===== config.mk =====
export PLATFORM = sky130hd
export DESIGN_NAME = score_controller
export DESIGN_NICKNAME = d
export VERILOG_FILES = /design/src/rtl/score_pkg.sv /design/src/rtl/cycle_timer.sv /design/src/rtl/score_controller.sv
export SDC_FILE = /design/constraint.sdc
export NUM_CORES = 1
export LEC_CHECK = 0
export BUFFER_PORTS_ARGS = -buffer_cell sky130_fd_sc_hd__buf_2
export CAP_MARGIN = 5
export CORE_ASPECT_RATIO = 1.4
export CORE_MARGIN = 2
export CORE_UTILIZATION = 60
export CTS_BUF_LIST = sky130_fd_sc_hd__clkbuf_8
export DETAILED_ROUTE_END_ITERATION = 10
export GPL_ROUTABILITY_DRIVEN = 0
export GPL_TIMING_DRIVEN = 0
export PLACE_DENSITY = 0.78
export SLEW_MARGIN = 15
export SYNTH_ARGS = -nofsm -noshare
export SYNTH_HDL_FRONTEND = slang
export SYNTH_SLANG_ARGS = --single-unit

===== constraint.sdc =====
create_clock -name clk -period 5.2 [get_ports clk]
set_input_delay 1.04 -clock clk [delete_from_list [all_inputs] [get_ports clk]]
set_output_delay 1.04 -clock clk [all_outputs]
set_load 0.05 [all_outputs]

===== src/rtl/score_pkg.sv =====
// Shared types and constants for the score controller and its scoreboard interface.
// Scores are 2-bit saturating counters; player encoding matches the turn output.
package score_pkg;

  typedef enum logic [1:0] {
    IDLE,
    TURN,
    RESOLVE,
    GAME_OVER
  } state_t;

  localparam int SCORE_W = 2;
  localparam logic [SCORE_W-1:0] MAX_SCORE = 2'd3;

  localparam logic PLAYER1 = 1'b0;
  localparam logic PLAYER2 = 1'b1;

  function automatic logic [SCORE_W-1:0] sat_inc(input logic [SCORE_W-1:0] s);
    return (s == MAX_SCORE) ? s : s + 1'b1;
  endfunction

endpackage


===== src/rtl/cycle_timer.sv =====
// Terminal-count counter: done pulses combinationally in the cycle the count sits at LIMIT-1 while enabled.
// clr dominates en and suppresses done; the count wraps to zero after done.
module cycle_timer #(
  parameter int LIMIT = 2
) (
  input  logic clk,
  input  logic rst_n,
  input  logic clr,
  input  logic en,
  output logic done
);

  localparam int W = (LIMIT > 1) ? $clog2(LIMIT) : 1;
  localparam logic [W-1:0] LAST = W'(LIMIT - 1);

  logic [W-1:0] cnt;

  assign done = en && !clr && (cnt == LAST);

  always_ff @(posedge clk or negedge rst_n) begin
    if (!rst_n) begin
      cnt <= '0;
    end else if (clr || done) begin
      cnt <= '0;
    end else if (en) begin
      cnt <= cnt + 1'b1;
    end
  end

endmodule


===== src/rtl/score_controller.sv =====
// Game sequencer: accepts one shot per two cycles (ready drops for the RESOLVE cycle), updates scores,
// alternates turns, passes the turn on inactivity and blinks the display once a winner is found.
module score_controller
  import score_pkg::*;
#(
  parameter int WIN_SCORE    = 3,
  parameter int TURN_TIMEOUT = 500000000,
  parameter int BLINK_DIV    = 50000000
) (
  input  logic               clk,
  input  logic               rst_n,
  input  logic               start,
  input  logic               shot_valid,
  input  logic               shot_hit,
  output logic               shot_ready,
  output logic [SCORE_W-1:0] p1_score,
  output logic [SCORE_W-1:0] p2_score,
  output logic               turn,
  output logic               game_over,
  output logic               winner,
  output logic               blink
);

  localparam logic [SCORE_W-1:0] WIN_LVL = SCORE_W'(WIN_SCORE);

  state_t             state, state_nx;
  logic [SCORE_W-1:0] p1_nx, p2_nx, cur_score;
  logic               turn_nx, game_over_nx, winner_nx, blink_nx;
  logic               accept, tmo_clr, tmo_done, blink_clr, blink_done;

  // start outranks a simultaneous shot, so the shot is simply never accepted
  assign accept    = shot_valid && shot_ready && !start;
  assign cur_score = (turn == PLAYER2) ? p2_score : p1_score;
  assign tmo_clr   = start || accept || (state != TURN);
  assign blink_clr = start || (state != GAME_OVER);

  cycle_timer #(.LIMIT(TURN_TIMEOUT)) u_turn_timer (
    .clk   (clk),
    .rst_n (rst_n),
    .clr   (tmo_clr),
    .en    (state == TURN),
    .done  (tmo_done)
  );

  cycle_timer #(.LIMIT(BLINK_DIV)) u_blink_timer (
    .clk   (clk),
    .rst_n (rst_n),
    .clr   (blink_clr),
    .en    (state == GAME_OVER),
    .done  (blink_done)
  );

  always_comb begin
    state_nx     = state;
    p1_nx        = p1_score;
    p2_nx        = p2_score;
    turn_nx      = turn;
    game_over_nx = game_over;
    winner_nx    = winner;
    blink_nx     = blink;
    if (start) begin
      state_nx     = TURN;
      p1_nx        = '0;
      p2_nx        = '0;
      turn_nx      = PLAYER1;
      game_over_nx = 1'b0;
      winner_nx    = PLAYER1;
      blink_nx     = 1'b0;
    end else begin
      case (state)
        TURN: begin
          if (accept) begin
            state_nx = RESOLVE;
            if (shot_hit) begin
              if (turn == PLAYER1) p1_nx = sat_inc(p1_score);
              else                 p2_nx = sat_inc(p2_score);
            end
          end else if (tmo_done) begin
            turn_nx = ~turn;
          end
        end
        RESOLVE: begin
          if (cur_score >= WIN_LVL) begin
            state_nx     = GAME_OVER;
            game_over_nx = 1'b1;
            winner_nx    = turn;
          end else begin
            state_nx = TURN;
            turn_nx  = ~turn;
          end
        end
        GAME_OVER: begin
          if (blink_done) blink_nx = ~blink;
        end
        default: begin
        end
      endcase
    end
  end

  always_ff @(posedge clk or negedge rst_n) begin
    if (!rst_n) begin
      state      <= IDLE;
      p1_score   <= '0;
      p2_score   <= '0;
      turn       <= PLAYER1;
      game_over  <= 1'b0;
      winner     <= PLAYER1;
      blink      <= 1'b0;
      shot_ready <= 1'b0;
    end else begin
      state      <= state_nx;
      p1_score   <= p1_nx;
      p2_score   <= p2_nx;
      turn       <= turn_nx;
      game_over  <= game_over_nx;
      winner     <= winner_nx;
      blink      <= blink_nx;
      shot_ready <= (state_nx == TURN);
    end
  end

endmodule


==> results.md, run 1 <==
* Mapped Area at 3410 um^2
* Synth unique cells at 47
* Tmin final at 2160 ps
* Commonest cells after routing, fill and taps aside: dfrtp_1, nor2_1, xor2_1
* Diode count at 0
* Final core utilization at between 60 and 70%
* Power Total at 1.18 mW
* Cell area after layout at roughly 3800 um^2
* Multiplexer area fraction after synthesis at 1.21%
* Nets at about 380
* Static leakage at 1.63 nW
* Clock buffer depth at 2
* Ratio of cells with drive above 1 in the final layout at 11.5%
* Worst slew pin tran at roughly 580 ps
* Antenna viol nets, final at 0
* Hold-fix buffers at CTS at 0
* Async set-or-reset flop fraction in the synthesized netlist at 100%
* Synth Area in Simple Gates at 28.5%
* Startpoint type of the worst setup path: register
* Flop pwr share at 46.8%
* Die X at 67.7 um
* Largest family of logic cells by synthesized area: simple AND/OR/NAND/NOR gates
* Internal power at 845 uW
* Hold Startpoint: u_blink_timer.cnt[0]$_DFFE_PN0P_
* First-pass GRT wire length at 11.5 mm
* Avg Cell Area, Syn at roughly 9.9 um^2
* Most common cell after layout, fill and taps aside: dfrtp_1
* CP max-delay cell: dfrtp_1
* Clock transition at the registers of the reported paths at 70 ps
* Logic pwr share at 17.0%
* Post-Route WL at between 6 and 7 mm
* Vias/cell at 5.75
* Yosys warns at 0
* Drt pass-1 iters at 4
* Largest net degree at the start of global routing at 47
* Setup slack, reg-to-reg at 3290 ps
* Critical path's top delay family: flip-flops
* Max cap viols at 0
* # setup viols final at 0
* RSZ-0062 raised after global routing: no
* Post-place setup slack at ~2900 ps
* Placed cell count at about 430
* Buffers plus inverters on the worst setup path at 1
* Crit path largest cell delay at between 400 and 500 ps
* Tcrit/Tclk final at 41.4%
* Fin cells at 443
* Predominant post-synthesis flop cell: dfrtp_1
* Synth-to-layout area growth at 11.1%
* Total GRT Usage at 24.0%
* CP Class: reg2out
* Row count at 32
* CTS Buf Count at 9
* Adder-cell area share of the yosys netlist at 2.57%
* Fmax at 464 MHz
* H-tree depth at 3
* PostCTS Resize Cnt at 0
* Synth Area in Compound Gates at 4.59%
* Hold Vio Cnt, Final at 0
* DRC Markers at 0
* Starting DRT DRC Count at 200
* Levels on crit path at 1
* Synth Area in XOR/XNOR at 12.3%
* Fillers at 439
* Hold_ws at 468 ps
* Port buffer count at 13
* Worst Hold Class: reg2reg
* Worst-case reg-to-reg path depth at 5
* Fin. max-slew vios at 0
* CTS tree: built
* Data required time of the critical path at 4160 ps
* Post-synthesis register bit count at 66
* Die area at 6310 um^2
* Area of the multi-input gates at about 1700 um^2
* Synthesized Nets at 357
* RR Startpoint: u_blink_timer.cnt[10]$_DFFE_PN0P_
* Vias in the first global route at 2640
* Crit path to: turn
* Via count at 2548
* Slew margin rel. at between 60 and 70%
* EDFF count, synth at 0
* Placed Area at between 3000 and 4000 um^2
* Net switching power at 336 uW
* Starting Density at 62.1%
* Area share of the largest cell type after synthesis at 48.5%
* Critical path origin: turn$_DFFE_PN0P_
* Arrival @ worst endpoint at 1120 ps
* Yosys top cell by area: dfrtp_1
* # Post-CTS Setup Buffers at 0
* Net switching share of the total power at between 20% and 30%
* Final worst slack at 3040 ps
* GRT overflow at 0
* Worst r2r dst: u_blink_timer.cnt[16]$_DFFE_PN0P_
* Clock skew at roughly 5.3 ps
* Max FO, Critical Path at 9
* Root buf cell: clkbuf_8
* Status: completed
* Seq/Total Area, Yosys at 48.5%
* CP Cell Sequence: buf_2
* CTS sink count at 66
* Clock Power Share at 36.2%
* Core footprint at 5490 um^2
* Register area at 1650 um^2
* Die H at 93.2 um
* DP HPWL at 4.66 mm
* Initial antenna violation count at 0
* Clk_lat worst skew at 340 ps
* DR WL/cell at between 10 and 15 um
* Ports at 14
* Crit. End Element: output pin
* Setup TNS at 0 ps
* Mapped Cells at 345
* Peak VDD IR at about 0.00022 V
* Top post-synthesis cells by area: dfrtp_1, xor2_1, nor2_1
* Power per standard cell area at a little over 300 nW/um^2
[layer usage]
metal  part of all wire (%)  track usage [%]
met2                     52             40.8
met5                      0                0
met1                     42             27.8
met4                    2.8             11.2
met3                    3.4             5.90
[registers in the layout, summed over array words and instances (netlist names)]
signal             cells
shot_ready             1
winner                 1
blink                  1
u_turn_timer.cnt      29
p1_score               2
game_over              1
turn                   1
p2_score               2
state                  2
u_blink_timer.cnt     26
[cell families after synthesis]
| family | count (synthesis) |
|---|---|
| AOI/OAI and AO/OA | 25 |
| buffers and inverters | 13 |
| adders and majority gates | 7 |
| xor gates and xnor gates | 48 |
| DFF | 66 |
| muxes | 4 |
| and+or+nand+nor | 182 |
[cell usage after synthesis (all sizes together), types with 5 or more instances]
cell type	count
nor3	8
nor4	5
a21oi	12
dfrtp	66
xor2	39
nor2	64
and3	9
inv	7
nand4	20
xnor2	9
nand2	24
ha	7
nand3	25
[area by class of cell]
cell class | count | area share [%]
Clock buffer | 11 | 4.00
Multi-Input combinational cell | 266 | 44.3
Clock inverter | 5 | 1.22
Buffer | 6 | 1.39
Sequential cell | 66 | 43.6
Inverter | 7 | 0.694
Timing Repair Buffer | 14 | 2.51
Tap cell | 68 | 2.25
[worst min path at each step]
stage,slack (ps),cells after the start,end
floorplan,430,1,u_blink_timer.cnt[0]$_DFFE_PN0P_
global placement,440,1,u_blink_timer.cnt[0]$_DFFE_PN0P_
detailed placement,460,1,u_blink_timer.cnt[0]$_DFFE_PN0P_
CTS,470,1,u_blink_timer.cnt[0]$_DFFE_PN0P_
global route,480,1,u_blink_timer.cnt[0]$_DFFE_PN0P_
finish,470,1,u_blink_timer.cnt[0]$_DFFE_PN0P_
[power by group through the flow]
stage | registers (mW) | logic [mW] | clock network (mW)
final | 0.553 | 0.200 | 0.428
after global routing | 0.556 | 0.230 | 0.462
after CTS | 0.554 | 0.203 | 0.434
after detailed placement | 0.563 | 0.203 | 0
after global placement | 0.563 | 0.196 | 0
after floorplan | 0.583 | 0.126 | 0
Power figures use the tool's default switching activity.
==> run 2, diff against run 1 <==
clock period = 2.1 ns   (was 5.2 ns; I/O delays follow)
==> results.md, run 2 (synthesis results as in run 1) <==
* Ratio of cells with drive above 1 in the final layout at between 10% and 20%
* Drt pass-1 iters at 5
* RSZ-0062 raised after global routing: no
* Status: completed
* Clock transition at the registers of the reported paths at ~70 ps
* CTS sink count at 66
* Starting Density at 62.1%
* Power Total at 2.93 mW
* Antenna viol nets, final at 0
* Max cap viols at 0
* Die X at ~68 um
* Die H at 93.2 um
* Setup TNS at 0 ps
* GRT overflow at 0
* Fin cells at 444
* Hold Vio Cnt, Final at 0
* Synth-to-layout area growth at 11.4%
* Peak VDD IR at 0.000544 V
* Hold_ws at just under 400 ps
* Max reg flops at 29
* Tmin final at ~1900 ps
* Commonest cells after routing, fill and taps aside: dfrtp_1, nor2_1, xor2_1
* Port buffer count at 13
* Crit. End Element: register
* Ports at 14
* Static leakage at 1.64 nW
* CTS Buf Count at 9
* Max FO, Critical Path at 10
* Placed cell count at about 430
* Tcrit/Tclk final at 90.9%
* Startpoint type of the worst setup path: register
* H-tree depth at 3
* Most common cell after layout, fill and taps aside: dfrtp_1
* Initial antenna violation count at 0
* DR WL/cell at 14.9 um
* Most flops, register: u_turn_timer.cnt
* Vias/cell at 5.75
* Row count at 32
* Root buf cell: clkbuf_8
* Post-Route WL at ~6.6 mm
* Fmax at 524 MHz
* Worst Hold Class: in2reg
* Top flop regs: u_turn_timer.cnt x29, u_blink_timer.cnt x26
* CP Class: reg2reg
* Core footprint at 5490 um^2
* Nets at roughly 380
* Total GRT Usage at between 20% and 30%
* Clock buffer depth at 2
* Vias in the first global route at 2640
* Power per standard cell area at 771 nW/um^2
* Hold-fix buffers at CTS at 1
* Arrival @ worst endpoint at between 2000 and 2500 ps
* Die area at around 6300 um^2
* Largest net degree at the start of global routing at 47
* Setup slack, reg-to-reg at 190 ps
* Starting DRT DRC Count at 190
* # setup viols final at 0
* CTS tree: built
* DRC Markers at 0
* Slew margin rel. at 60.5%
* PostCTS Resize Cnt at 0
* DP HPWL at between 4 and 5 mm
* Clk_lat worst skew at 340 ps
* Worst slew pin tran at approximately 600 ps
* Data required time of the critical path at 2320 ps
* Clock skew at 7.29 ps
* Via count at approximately 2600
* # Post-CTS Setup Buffers at 0
* Fin. max-slew vios at 0
* Diode count at 0
* First-pass GRT wire length at 11.5 mm
[run 2: cell count changes in the layout (fill, tap and decap cells not counted)]
cell	delta
dlygate4sd3_1	+1
[run 2: through the flow]
stage          utilization (%)  setup WS, ps  instance area, um^2
2_1_floorplan                -           398                 3410
3_3_place_gp              64.9           177                 3560
3_5_place_dp              65.4           198                 3590
4_1_cts                   69.2           172                 3800
5_1_grt                   69.2          29.0                 3800
6_report                  69.2           190                 3800
[run 2: power breakdown]
part	switching, mW	total [mW]	leakage (nW)	internal, mW
logic	0.323	0.497	0.610	0.174
clock network	0.460	1.06	0.113	0.599
registers	0.0499	1.37	0.914	1.32
[run 2: worst paths after layout]
path | from | end | cells past startpoint
hold reg to reg | u_blink_timer.cnt[0]$_DFFE_PN0P_ | u_blink_timer.cnt[0]$_DFFE_PN0P_ | 1
setup reg to reg | u_blink_timer.cnt[10]$_DFFE_PN0P_ | u_blink_timer.cnt[23]$_DFFE_PN0P_ | 5
min in group asynchronous | rst_n | u_blink_timer.cnt[18]$_DFFE_PN0P_ | 2
hold / removal | start | state[0]$_DFF_PN0_ | 3
setup / recovery | u_blink_timer.cnt[10]$_DFFE_PN0P_ | u_blink_timer.cnt[23]$_DFFE_PN0P_ | 5
max in group asynchronous | rst_n | u_blink_timer.cnt[4]$_DFFE_PN0P_ | 3
[run 2: metal layers]
metal | global-route usage (%) | wire (um)
met1 | 27.8 | 2830
met2 | 40.8 | 3450
met3 | 5.90 | 212
met4 | 11.2 | 146
met5 | 0 | 0
[run 2: critical path: stages (launching register included)]
cell     delay, ps
dfrtp_1        410
or4b_1         550
nor4_2         340
a21o_2         280
buf_6          170
nor2_1          50
[run 2: layout make-up]
cell class	instances	area [um^2]
multi-input combinational	266	1680
tap	68	85.1
buffer	6	52.6
clock buffer	11	151
sequential	66	1650
fill	438	1690
timing repair buffer	15	105
clock inverter	5	46.3
inverter	7	26.3
